===== config.mk =====
export PLATFORM = sky130hd
export DESIGN_NAME = ntt_stage_addr_gen
export DESIGN_NICKNAME = d
export VERILOG_FILES = /design/src/rtl/ntt_stage_addr_gen.sv
export SDC_FILE = /design/constraint.sdc
export NUM_CORES = 1
export LEC_CHECK = 0
export CAP_MARGIN = 20
export CORE_MARGIN = 5
export CORE_UTILIZATION = 32
export CTS_CLUSTER_SIZE = 16
export DETAILED_ROUTE_END_ITERATION = 12
export SKIP_LAST_GASP = 1
export SYNTH_ARGS = -nofsm -noshare
export SYNTH_HDL_FRONTEND = slang
export SYNTH_SLANG_ARGS = --single-unit

===== constraint.sdc =====
create_clock -name clk -period 5.73 [get_ports clk]
set_clock_uncertainty 0.05 [all_clocks]
set_input_delay 1.146 -clock clk [delete_from_list [all_inputs] [get_ports clk]]
set_output_delay 1.146 -clock clk [all_outputs]
set_load 0.05 [all_outputs]

===== src/rtl/ntt_stage_addr_gen.sv =====
// Address and control sequencer for an in-place Cooley-Tukey NTT.
// Issues one butterfly per cycle and drains the pipeline between stages.
module ntt_stage_addr_gen #(
  parameter int N          = 256,
  parameter int LOG_N      = 8,
  parameter int ADDR_W     = 8,
  parameter int PIPE_DEPTH = 4
) (
  input  logic              clk,
  input  logic              reset,
  input  logic              start,
  input  logic              stall,
  output logic [ADDR_W-1:0] addr_a,
  output logic [ADDR_W-1:0] addr_b,
  output logic [ADDR_W-1:0] tw_addr,
  output logic [ADDR_W-1:0] stage_o,
  output logic              valid_o,
  output logic              busy,
  output logic              done
);

  localparam int                 DRAIN_W = $clog2(PIPE_DEPTH) + 1;
  localparam logic [ADDR_W-1:0]  J_LAST  = ADDR_W'(N / 2 - 1);
  localparam logic [ADDR_W-1:0]  S_LAST  = ADDR_W'(LOG_N - 1);
  localparam logic [ADDR_W-1:0]  LOG_N_W = ADDR_W'(LOG_N);
  localparam logic [DRAIN_W-1:0] D_LAST  = DRAIN_W'(PIPE_DEPTH - 1);

  typedef enum logic [1:0] {
    IDLE,
    RUN,
    DRAIN,
    DONE
  } state_t;

  state_t             state_q, state_d;
  logic [ADDR_W-1:0]  s_q, s_d;
  logic [ADDR_W-1:0]  j_q, j_d;
  logic [DRAIN_W-1:0] drain_q, drain_d;

  logic [ADDR_W-1:0]  len;
  logic [ADDR_W-1:0]  group;
  logic [ADDR_W-1:0]  k;
  logic [ADDR_W-1:0]  base_a;
  logic [ADDR_W-1:0]  tw;
  logic               run;

  always_ff @(posedge clk or negedge reset) begin
    if (!reset) begin
      state_q <= IDLE;
      s_q     <= '0;
      j_q     <= '0;
      drain_q <= '0;
    end else begin
      state_q <= state_d;
      s_q     <= s_d;
      j_q     <= j_d;
      drain_q <= drain_d;
    end
  end

  always_comb begin
    state_d = state_q;
    s_d     = s_q;
    j_d     = j_q;
    drain_d = drain_q;
    case (state_q)
      IDLE: begin
        if (start) begin
          state_d = RUN;
          s_d     = '0;
          j_d     = '0;
        end
      end
      RUN: begin
        if (!stall) begin
          if (j_q == J_LAST) begin
            state_d = DRAIN;
            drain_d = '0;
          end else begin
            j_d = j_q + 1'b1;
          end
        end
      end
      DRAIN: begin
        // Drain ignores stall: only in-flight write-backs matter here.
        if (drain_q == D_LAST) begin
          if (s_q == S_LAST) begin
            state_d = DONE;
          end else begin
            state_d = RUN;
            s_d     = s_q + 1'b1;
            j_d     = '0;
          end
        end else begin
          drain_d = drain_q + 1'b1;
        end
      end
      DONE: begin
        state_d = IDLE;
        s_d     = '0;
        j_d     = '0;
      end
      default: state_d = IDLE;
    endcase
  end

  // group*2*len is group shifted by (LOG_N - s); group < 2^s so it never overflows.
  always_comb begin
    len    = ADDR_W'(N >> (s_q + 1));
    group  = j_q >> (S_LAST - s_q);
    k      = j_q & (len - 1'b1);
    base_a = (group << (LOG_N_W - s_q)) | k;
    tw     = (ADDR_W'(1) << s_q) + group;
  end

  always_comb begin
    run     = (state_q == RUN);
    addr_a  = run ? base_a : '0;
    addr_b  = run ? (base_a + len) : '0;
    tw_addr = run ? tw : '0;
    stage_o = s_q;
    valid_o = run && !stall;
    busy    = run || (state_q == DRAIN);
    done    = (state_q == DONE);
  end

endmodule


# ---- Yosys cells after proc, flatten, opt, wreduce, memory -nomap -nowiden
# Cells that the tools add are included.
dict set report word_totals {
  input_bits 4
  out_inout_bits 35
  regBits 21
}
dict set report classes {
  shift 4
  reduce_logical 10
  n_bitwise 2
  eq_ne 13
  n_addsub 9
  n_mux 22
}
# op count
set op_table {}
lappend op_table {{$mux 8} 10}
lappend op_table {{$pmux 8 s4} 1}
lappend op_table {{$pmux 8 s3} 1}
lappend op_table {{$add 8x1->8 const B} 2}
lappend op_table {{$add 8x8->8} 2}
lappend op_table {{$ne 2x2->1 const B} 6}
lappend op_table {{$reduce_and 4->1} 3}
lappend op_table {{$mux 2} 5}
lappend op_table {{$add 8x1->9 const B} 1}
lappend op_table {{$mux 3} 3}
lappend op_table {{$shr 9x9->8 const A} 1}
lappend op_table {{$and 8x8->8} 1}
lappend op_table {{$eq 8x3->1 const B} 1}
lappend op_table {{$eq 8x7->1 const B} 1}
lappend op_table {{$or 8x8->8} 1}
lappend op_table {{$pmux 2 s4} 1}
lappend op_table {{$shl 1x8->8 const A} 1}
lappend op_table {{$shl 8x8->8} 1}
lappend op_table {{$shr 8x8->8} 1}
lappend op_table {{$sub 3x8->8 const A} 1}
lappend op_table {{$sub 4x8->8 const A} 1}
lappend op_table {{$sub 8x1->8 const B} 1}
lappend op_table {{$pmux 3 s2} 1}
lappend op_table {{$reduce_and 5->1} 1}
lappend op_table {{other kinds (11)} 12}

# ---- Logic depth before layout (Yosys ltp)
# Gate-level depths: netlist of the first run.
dict set report depth {
  ltp_word 7
  ltp_mapped 18
  ltp_nobuf 16
}

# ---- Least setup slack after synthesis of the first run
# No wires, ideal clock.
dict set report synth_path {
  path_type {register -> output}
  from {reg s_q[4], in the netlist stage_o[4]}
  to {out addr_b[6]}
  setup_slack_ns -0.254
  arrival_ns 4.788
  t_required_ns 4.534
  path_buffers 2
  path_stages_with_launch 19
  path_cell_list {dfrtp_1 -> buf_1 -> inv_1 -> ha_1 -> a21oi_1 -> mux2i_1 -> or4_1 -> buf_2 -> nor2_1 -> a31o_2 -> ha_1 -> inv_1 -> fa_1 -> nor2b_1 -> o21ai_0 -> a21oi_1 -> o21ai_0 -> nor3b_1 -> nor3_1}
}
dict set report synth_between {
  elab_chain_cells 7
  word_cells_on_any_way 11
}
# element line
set synth_lines {}
lappend synth_lines {{start: declaration} 36} ;# logic [ADDR_W-1:0] s_q, s_d;
lappend synth_lines {{start signal: assignment} 50} ;# s_q <= '0;
lappend synth_lines {{start signal: assignment} 55} ;# s_q <= s_d;
lappend synth_lines {{$add 8x1->9} 109} ;# len = ADDR_W'(N >> (s_q + 1));
lappend synth_lines {{$shr 9x9->8} 109}
lappend synth_lines {{$sub 8x1->8} 111} ;# k = j_q & (len - 1'b1);
lappend synth_lines {{$and 8x8->8} 111}
lappend synth_lines {{$or 8x8->8} 112} ;# base_a = (group << (LOG_N_W - s_q)) | k;
lappend synth_lines {{$add 8x8->8 (*)} 119} ;# addr_b = run ? (base_a + len) : '0;
lappend synth_lines {{$mux 8 (*)} 119}
lappend synth_lines {{end: declaration} 14} ;# output logic [ADDR_W-1:0] addr_b,
# Every way passes the cells marked *; elsewhere a longest branch is shown, timed or not.

# ---- Final worst setup path of the first run
dict set report layout_path {
  from {reg s_q[1], in the netlist stage_o[1]}
  to {out addr_b[7]}
}
# Same word-level chain as after synthesis.

==> results of run 1 <==
layout make-up:
cell class,count,area (um^2),share of cell area [%]
clock buffer,3,41.3,1.12
tap,129,161,4.40
inverter,28,105,2.86
multi-input combinational,352,2320,63.1
timing repair buffer,47,515,14.0
clock inverter,1,7.51,0.204
sequential,21,526,14.3
logic make-up after synthesis:
| family | synth area share [%] |
|---|---|
| and+or+nand+nor | 31.1 |
| AOI/OAI and AO/OA | 22.9 |
| buffers and inverters | 7.60 |
| adders and majority gates | 12.4 |
| DFF | 17.3 |
| xor gates and xnor gates | 4.03 |
| muxes | 4.77 |
path summary, 6_finish.rpt:
path | start | endpoint | slack (ns) | depth (start not counted)
worst min-delay path | drain_q[2] | drain_q[2] | 0.48 | 2
worst max-delay path | stage_o[1] | addr_b[7] | 0.33 | 15
worst max register to register | state_q[0] | j_q[7] | 2.91 | 8
worst min register to register | drain_q[2] | drain_q[2] | 0.48 | 2
max in group asynchronous | reset | j_q[7] | 4.25 | 2
min in group asynchronous | reset | j_q[3] | 1.03 | 1
tightest hold or removal path, delay by kind of cell (launching register included):
kind / cells / cell delay [ns]
AND/OR/NAND/NOR: 1 / 0.06
flip-flops: 1 / 0.38
AO/OA/AOI/OAI: 1 / 0.06
power breakdown:
group	internal, uW	leakage [uW]	switching [uW]
sequential	175	0.000287	39.5
combinational	334	0.00116	656
clock	49.2	0.0000217	53.2
total	557	0.00147	749
state kept, by name, summed over array words and instances (netlist names):
register	count
state_q	2
j_q	8
drain_q	3
stage_o	8
routing by layer:
layer / global-route usage, % / vias to the layer above / wire length [um] / share of wire (%)
met5: 0 / - / 0 / 0
met3: 2.16 / 24 / 627 / 6.3
met2: 28.4 / 124 / 4680 / 47
met4: 6.04 / 0 / 230 / 2.3
li1: - / 1578 / - / -
met1: 23.9 / 1560 / 4460 / 45
synth_stat cells, types with 5 or more instances:
| cell type | count |
|---|---|
| nor2_1 | 50 |
| nand2_1 | 40 |
| ha_1 | 27 |
| inv_1 | 26 |
| nor3_1 | 26 |
| a21oi_1 | 25 |
| o21ai_0 | 23 |
| dfrtp_1 | 21 |
| clkbuf_1 | 11 |
| nand2b_1 | 11 |
| nand3_1 | 11 |
| and2_1 | 10 |
| mux2i_1 | 10 |
| a31oi_1 | 9 |
| nor2b_1 | 9 |
| xnor2_1 | 9 |
| buf_2 | 8 |
| nand4_1 | 7 |
| or2_2 | 7 |
| buf_1 | 6 |
| nor4_1 | 6 |
| xor2_1 | 5 |
stage by stage:
stage	cell area [um^2]	cells	power (uW)	setup TNS, ns	hold slack, ns
floorplan	3060	428	898	0	0.420
finish	3670	581	1310	0	0.477
detailed placement	3590	576	1190	0	0.461
global route	3670	581	1400	-0.0286	0.529
global placement	3590	576	1190	0	0.435
CTS	3640	580	1300	0	0.481
==> results.py, run 1 <==
metrics = {
    "run_status": {
        "outcome": "complete, no violations",
    },
    "global_route": {
        "grt_overflow_total": 0,
        "grt_pass1_wl_um": 16500,
        "antenna_found_initial": 0,
        "grt_pass1_vias": 3223,
        "grt_max_degree": 31,
        "grt.total_usage_pct": 17.5,
    },
    "synthesis": {
        "synth_top_area_share_pct": 17.3,
        "synth_top_area_cell": "dfrtp_1",
        "netlist_area_um2": 3040,
        "synth-edff-count": 0,
        "yosysWarnings": 0,
        "yosysUniqueCellTypes": 59,
        "syn_area_per_cell_um2": 7.11,
        "ys_seq_area_share_pct": 17.3,
        "synth_seq_cells": 21,
        "syn-num-nets": 461,
        "synth_area_leaders": "dfrtp_1 (17%), ha_1 (11%), nor2_1 (6.2%)",
        "synthCells": 428,
        "synth-main-ff-cell": "dfrtp_1",
        "async_reset_ff_share_pct": 100,
    },
    "job": {
        "drv_cap": 0,
    },
    "sta": {
        "setup_violations": 0,
        "tightestPinTransition_ns": 0.956,
        "drv_slew": 0,
        "setup_slack_ns": 0.329,
        "fmax_ghz": 0.185,
        "hold_violations": 0,
        "rsz0062_at_grt": "true",
        "period_share_pct": 94.3,
        "fin_crit_ns": 5.40,
        "relSlewSlack_pct": 34.6,
    },
    "critical_path": {
        "worstPathRequired_ns": 4.53,
        "criticalPathCategory": "reg2out",
        "arrival_ns": 4.20,
        "end_kind": "output pin",
        "crit_family": "compound AO/OA/AOI/OAI gates",
        "start_kind": "register",
        "path_cells": "inv_1 -> ha_1 -> nor2b_1 -> nor4_1 -> o21bai_1 -> a21oi_1 -> a22o_1 -> ha_1 -> a21o_1 -> a21oi_1 -> o22ai_1 -> o41ai_1 -> nand2_1 -> mux2i_1 -> buf_12",
        "crit_slowest_cell": "dfrtp_1",
        "crit_fanout": 9,
        "crit_path_max_incr_delay_ns": 0.49,
        "path_buf_inv": 2,
    },
    "floorplan": {
        "row_count": 35,
        "ios": 39,
        "start_util_pct": 32.9,
        "die_area_um2": 11600,
        "die_x_um": 108,
        "coreArea_um2": 9240,
        "die_h_um": 108,
    },
    "cts": {
        "insertion_delay_ns": 0.27,
        "cts_sinks": 21,
        "ctsLongestPathBuffers": 2,
        "clk_pin_slew_ns": 0.09,
        "cts_resized": 0,
        "root_buffer": "clkbuf_8",
        "cts_inserted_buffers": 3,
        "cts_tree": "built",
        "hold_buffers": 0,
        "post_cts_buffers": 0,
        "htree_levels": 1,
    },
    "power_and_ir_drop": {
        "leakagePower_uw": 0.00147,
        "powerDensity_nw_per_um2": 356,
        "vdd_drop_max_mv": 0.447,
    },
    "place": {
        "routabilityCongestion": 0.962,
        "io_buffers": 38,
        "pre_cts_ws_ns": 0.626,
        "hpwl_um": 7730,
    },
    "finish": {
        "fin_util_pct": 39.7,
        "area_growth_pct": 20.6,
        "nets": 486,
        "n_antenna_cell": 0,
        "drive_gt1_share_pct": 10.6,
        "fill_cells": 984,
        "final_common_cell": "nor2_1",
        "final_cell_mix": "nor2_1 (49), nand2_1 (39), ha_1 (27), clkdlybuf4s50_1 (27), inv_1 (26)",
    },
    "detailed_routing": {
        "routed_wl_um": 10000,
        "vias_per_cell": 5.66,
        "drc_errors": 0,
        "drt_iter0_markers": 324,
        "via_count": 3286,
        "drt_pass1_iterations": 5,
        "ant_nets": 0,
        "wl_per_cell_um": 17.2,
    },
    "min_path": {
        "hold_class": "reg2reg",
    },
}
Power figures use the tool's default switching activity.
==> inputs of run 2 (changes only) <==
Settings changed: CELL_PAD_IN_SITES_DETAIL_PLACEMENT set to 1, CELL_PAD_IN_SITES_GLOBAL_PLACEMENT set to 1, MAX_ROUTING_LAYER set to met4, PLACE_DENSITY_LB_ADDON set to 0.1, SETUP_SLACK_MARGIN set to 0.2.
==> run 2 against run 1 <==
Effect of this change: combinational power about the same; sequential share of layout area is 0.15 points lower; total power increased by 2.2%; final cell count up 0.34%; critical path depth increased by 1; global-route usage rose by 2.6 points; utilization grew 0.42 points; sequential cell count is the same; maximum frequency rose by 3.2%; routed wire length is 12% higher; die area unchanged; largest cell class unchanged; sequential power down 3%.
==> results.py, run 2 (same netlist as run 1, synthesis figures left out) <==
metrics = {
    "global_route": {
        "grt_overflow_total": 0,
        "grt_max_degree": 31,
        "grt_pass1_wl_um": 18000,
        "antenna_found_initial": 0,
        "grt_pass1_vias": 3273,
        "grt.total_usage_pct": 20.1,
    },
    "run_status": {
        "outcome": "complete, no violations",
    },
    "min_path": {
        "hold_path.startpoint": "drain_q[2]",
        "hold_class": "reg2reg",
    },
    "place": {
        "place_area_um2": 3590,
        "hpwl_um": 8740,
        "io_buffers": 38,
        "dp.cells": 577,
        "routabilityCongestion": 0.922,
    },
    "detailed_routing": {
        "drt_pass1_iterations": 4,
        "via_count": 3285,
        "vias_per_cell": 5.63,
        "drt_iter0_markers": 240,
        "routed_wl_um": 11200,
        "drc_errors": 0,
        "ant_nets": 0,
        "wl_per_cell_um": 19.2,
    },
    "floorplan": {
        "ios": 39,
        "die_h_um": 108,
        "row_count": 35,
        "die_area_um2": 11600,
        "start_util_pct": 32.9,
        "die_x_um": 108,
        "coreArea_um2": 9240,
    },
    "finish": {
        "n_antenna_cell": 0,
        "fin_area_um2": 3710,
        "drive_gt1_share_pct": 12.3,
        "final_cell_mix": "nor2_1 (49), nand2_1 (39), ha_1 (27), clkdlybuf4s50_1 (27), inv_1 (26)",
        "final_common_cell": "nor2_1",
        "instances_no_fill": 583,
        "regArea_um2": 526,
        "fill_cells": 1156,
        "nets": 488,
        "area_growth_pct": 21.9,
        "multiInputGateArea_um2": 2360,
    },
    "cts": {
        "cts_tree": "built",
        "root_buffer": "clkbuf_8",
        "cts_inserted_buffers": 3,
        "clk_pin_slew_ns": 0.10,
        "htree_levels": 1,
        "insertion_delay_ns": 0.28,
        "cts_sinks": 21,
        "hold_buffers": 0,
        "ctsLongestPathBuffers": 2,
    },
    "sta": {
        "fin_crit_ns": 5.23,
        "period_share_pct": 91.3,
        "drv_slew": 0,
        "tightestPinTransition_ns": 0.974,
        "hold_violations": 0,
        "tns_ns": 0,
        "fmax_ghz": 0.191,
        "setup_violations": 0,
        "rsz0062_at_grt": "true",
        "relSlewSlack_pct": 33.4,
    },
    "critical_path": {
        "criticalPathCategory": "reg2out",
        "r2r_cells": 8,
        "end_kind": "output pin",
        "endpoint": "addr_b[6]",
        "crit_fanout": 19,
        "rrSetupSlack_ns": 2.87,
        "r2r-end": "j_q[7]",
        "cp-startpoint": "stage_o[3]",
        "arrival_ns": 4.04,
        "worstPathRequired_ns": 4.53,
        "reg2reg_from": "state_q[0]",
        "start_kind": "register",
    },
    "power_and_ir_drop": {
        "leakagePower_uw": 0.00147,
        "vdd_drop_max_mv": 0.291,
        "powerDensity_nw_per_um2": 360,
    },
    "job": {
        "drv_cap": 0,
    },
}
-- run 2: worst min path at each step --
stage                  to  slack (ns)  cells after the start
2_1_floorplan  drain_q[2]        0.42                      2
3_3_place_gp   drain_q[2]        0.45                      2
3_5_place_dp   drain_q[2]        0.47                      2
4_1_cts        drain_q[2]        0.49                      2
5_1_grt        drain_q[1]        0.53                      2
6_report       drain_q[2]        0.47                      2
-- run 2: routing by layer --
layer | vias to the layer above | global-route usage, % | part of all wire [%]
met5 | - | - | 0
met4 | 0 | 4.78 | 1.9
met3 | 22 | 1.68 | 3.3
met2 | 72 | 31.8 | 47
met1 | 1620 | 28.0 | 47
li1 | 1571 | - | -
-- run 2: cell type report --
type	instances	area share, %
flip-flops and latches	21	14.2
multi-input cells	352	63.5
clock buffers	3	1.11
well taps	129	4.35
repair buffers	49	13.9
inverters	28	2.83
clock inverters	1	0.202
-- run 2: metrics by stage --
stage | power [uW] | hold slack (ns) | utilization [%] | setup WS, ns
3_3_place_gp | 1220 | 0.448 | 38.9 | 0.553
2_1_floorplan | 898 | 0.420 | - | 0.135
5_1_grt | 1430 | 0.530 | 40.2 | 0.144
3_5_place_dp | 1220 | 0.467 | 38.9 | 0.517
6_report | 1330 | 0.471 | 40.2 | 0.496
4_1_cts | 1340 | 0.489 | 39.5 | 0.269
-- run 2: power by group --
part | internal (uW) | total [uW] | switching, uW
sequential | 175 | 207 | 32.8
combinational | 339 | 1020 | 680
clock | 49.3 | 108 | 58.9
-- run 2: worst max-delay path, stage by stage (launching register included) --
cell      delay [ns]
dfrtp_1         0.39
buf_4           0.22
nor2_1          0.26
nand3_1         0.21
or2_2           0.36
ha_1            0.26
inv_1           0.14
xnor2_1         0.09
a32o_1          0.23
ha_1            0.31
nor2b_1         0.16
o21ai_0         0.24
a21oi_2         0.11
o21ai_0         0.23
a21boi_0        0.15
nor3_2          0.25
buf_12          0.17
-- run 2: timing repair --
item / in CTS / in global routing
setup buffers: 0 / 1
endpoints found under the setup margin: 1 / 4
pin swaps: 0 / 3
resized for setup: 1 / 11
==> inputs of run 3 (changes only) <==
Clock period 5.73 ns to 6.1 ns, I/O delays scaled along.
==> run 3 against run 2 <==
Effect of this change: worst hold slack better by 0.0069 ns; global-route usage down 0.15 points; register-to-register slack better by 0.36 ns; die area unchanged; sequential share of layout area rose by 0.38 points; count of clock-buffer cells in the layout grew 1; final cell count decreased by 0.17%; non-clock buffer count fell by 1; routed wire length fell by 2.6%; critical path type unchanged.
==> results.py, run 3 (same netlist as run 1, synthesis figures left out) <==
metrics = {
    "run_status": {
        "outcome": "complete, no violations",
    },
    "critical_path": {
        "cp-startpoint": "stage_o[4]",
        "criticalPathCategory": "reg2out",
        "reg2reg_from": "state_q[0]",
        "r2r-end": "j_q[7]",
        "crit_slowest_cell": "clkdlybuf4s50_1",
        "cpMostUsedCell": "a21oi_1",
        "end_kind": "output pin",
        "crit_fanout": 14,
        "rrSetupSlack_ns": 3.23,
        "path_cells": "inv_1 -> ha_1 -> a21oi_1 -> mux2i_1 -> or4_1 -> a21oi_1 -> ha_1 -> a21o_1 -> a21oi_1 -> o21ai_0 -> nor2_1 -> xnor2_1 -> and2_1 -> clkdlybuf4s50_1",
        "start_kind": "register",
        "arrival_ns": 4.33,
        "worstPathRequired_ns": 4.83,
        "crit_path_max_incr_delay_ns": 0.80,
        "r2r_cells": 8,
    },
    "cts": {
        "clk_pin_slew_ns": 0.08,
        "root_buffer": "clkbuf_8",
        "cts_inserted_buffers": 3,
        "htree_levels": 1,
        "insertion_delay_ns": 0.26,
        "ctsLongestPathBuffers": 2,
        "cts_tree": "built",
        "cts_sinks": 21,
    },
    "global_route": {
        "grt_overflow_total": 0,
        "grt_pass1_wl_um": 18200,
        "grt_max_degree": 31,
        "grt.total_usage_pct": 20.0,
        "antenna_found_initial": 0,
        "grt_pass1_vias": 3481,
    },
    "place": {
        "hpwl_um": 8690,
        "dp.cells": 576,
        "routabilityCongestion": 0.910,
        "place_area_um2": 3540,
        "pre_cts_ws_ns": 0.572,
        "io_buffers": 38,
    },
    "sta": {
        "relSlewSlack_pct": 35.9,
        "setup_slack_ns": 0.502,
        "fin_crit_ns": 5.60,
        "rsz0062_at_grt": "false",
        "setup_violations": 0,
        "period_share_pct": 91.8,
        "tightestPinTransition_ns": 0.937,
        "hold_violations": 0,
        "fmax_ghz": 0.179,
        "tns_ns": 0,
        "drv_slew": 0,
    },
    "floorplan": {
        "die_area_um2": 11600,
        "die_x_um": 108,
        "ios": 39,
        "die_h_um": 108,
        "start_util_pct": 32.9,
        "coreArea_um2": 9240,
        "row_count": 35,
    },
    "detailed_routing": {
        "drc_errors": 0,
        "wl_per_cell_um": 18.7,
        "drt_pass1_iterations": 5,
        "drt_iter0_markers": 206,
        "vias_per_cell": 5.65,
        "routed_wl_um": 10900,
        "via_count": 3286,
        "ant_nets": 0,
    },
    "finish": {
        "drive_gt1_share_pct": 9.05,
        "instances_no_fill": 582,
        "final_common_cell": "nor2_1",
        "fin_area_um2": 3620,
        "area_growth_pct": 19.0,
        "n_antenna_cell": 0,
        "nets": 487,
        "final_cell_mix": "nor2_1 (49), nand2_1 (40), clkdlybuf4s50_1 (30), ha_1 (27), inv_1 (26)",
    },
    "power_and_ir_drop": {
        "powerDensity_nw_per_um2": 338,
        "p_total_uw": 1230,
        "leakagePower_uw": 0.00146,
        "vdd_drop_max_mv": 0.244,
    },
    "job": {
        "drv_cap": 0,
    },
    "min_path": {
        "hold_depth": 2,
        "hold_class": "reg2reg",
        "hold_path.startpoint": "drain_q[1]",
        "worstHoldEndpoint": "drain_q[1]",
    },
}
## run 3: worst max path at each step
| stage | cells past startpoint | end | slack (ns) |
|---|---|---|---|
| after floorplan | 17 | tw_addr[6] | 0.26 |
| after global placement | 14 | tw_addr[4] | 0.68 |
| after detailed placement | 17 | addr_b[6] | 0.57 |
| after CTS | 17 | addr_b[6] | 0.25 |
| after global routing | 16 | tw_addr[6] | 0.18 |
| final | 14 | tw_addr[5] | 0.50 |
## run 3: cell type report
| cell class | instances | area (um^2) |
|---|---|---|
| tap | 129 | 161 |
| clock buffer | 4 | 45.0 |
| fill | 1162 | 5620 |
| timing repair buffer | 48 | 485 |
| multi-input combinational | 352 | 2300 |
| inverter | 28 | 105 |
| sequential | 21 | 527 |
## run 3: metal layers
layer	track usage, %	routed length [um]	vias to the layer above
li1	-	-	1578
met1	26.3	5030	1612
met2	33.3	5220	82
met3	2.46	474	14
met4	3.97	159	0
met5	-	0	-
## run 3: critical path: cells and delay by family, from the launching register on
kind / cells / cell delay [ns]
buffers and inverters: 2 / 0.91
multiplexers: 1 / 0.12
AND/OR/NAND/NOR: 3 / 0.88
AO/OA/AOI/OAI: 5 / 1.01
adder cells (fa/ha/maj): 2 / 0.49
flip-flops: 1 / 0.51
XOR/XNOR: 1 / 0.13
## run 3: through the flow
| stage | util [%] | hold WS [ns] |
|---|---|---|
| 6_report | 39.2 | 0.478 |
| 3_5_place_dp | 38.4 | 0.465 |
| 2_1_floorplan | - | 0.420 |
| 5_1_grt | 39.2 | 0.529 |
| 4_1_cts | 38.8 | 0.486 |
| 3_3_place_gp | 38.4 | 0.445 |
## run 3: repair_timing
action,in CTS,in global routing
hold buffers,0,0
resized for setup,0,4
setup endpoints to repair,0,7
setup buffers,0,1
## run 3: report_power, final
group | internal (uW) | switching, uW | leakage, uW
Sequential | 164 | 30.9 | 0.000285
Clock | 46.6 | 48.5 | 0.0000228
Combinational | 310 | 626 | 0.00115
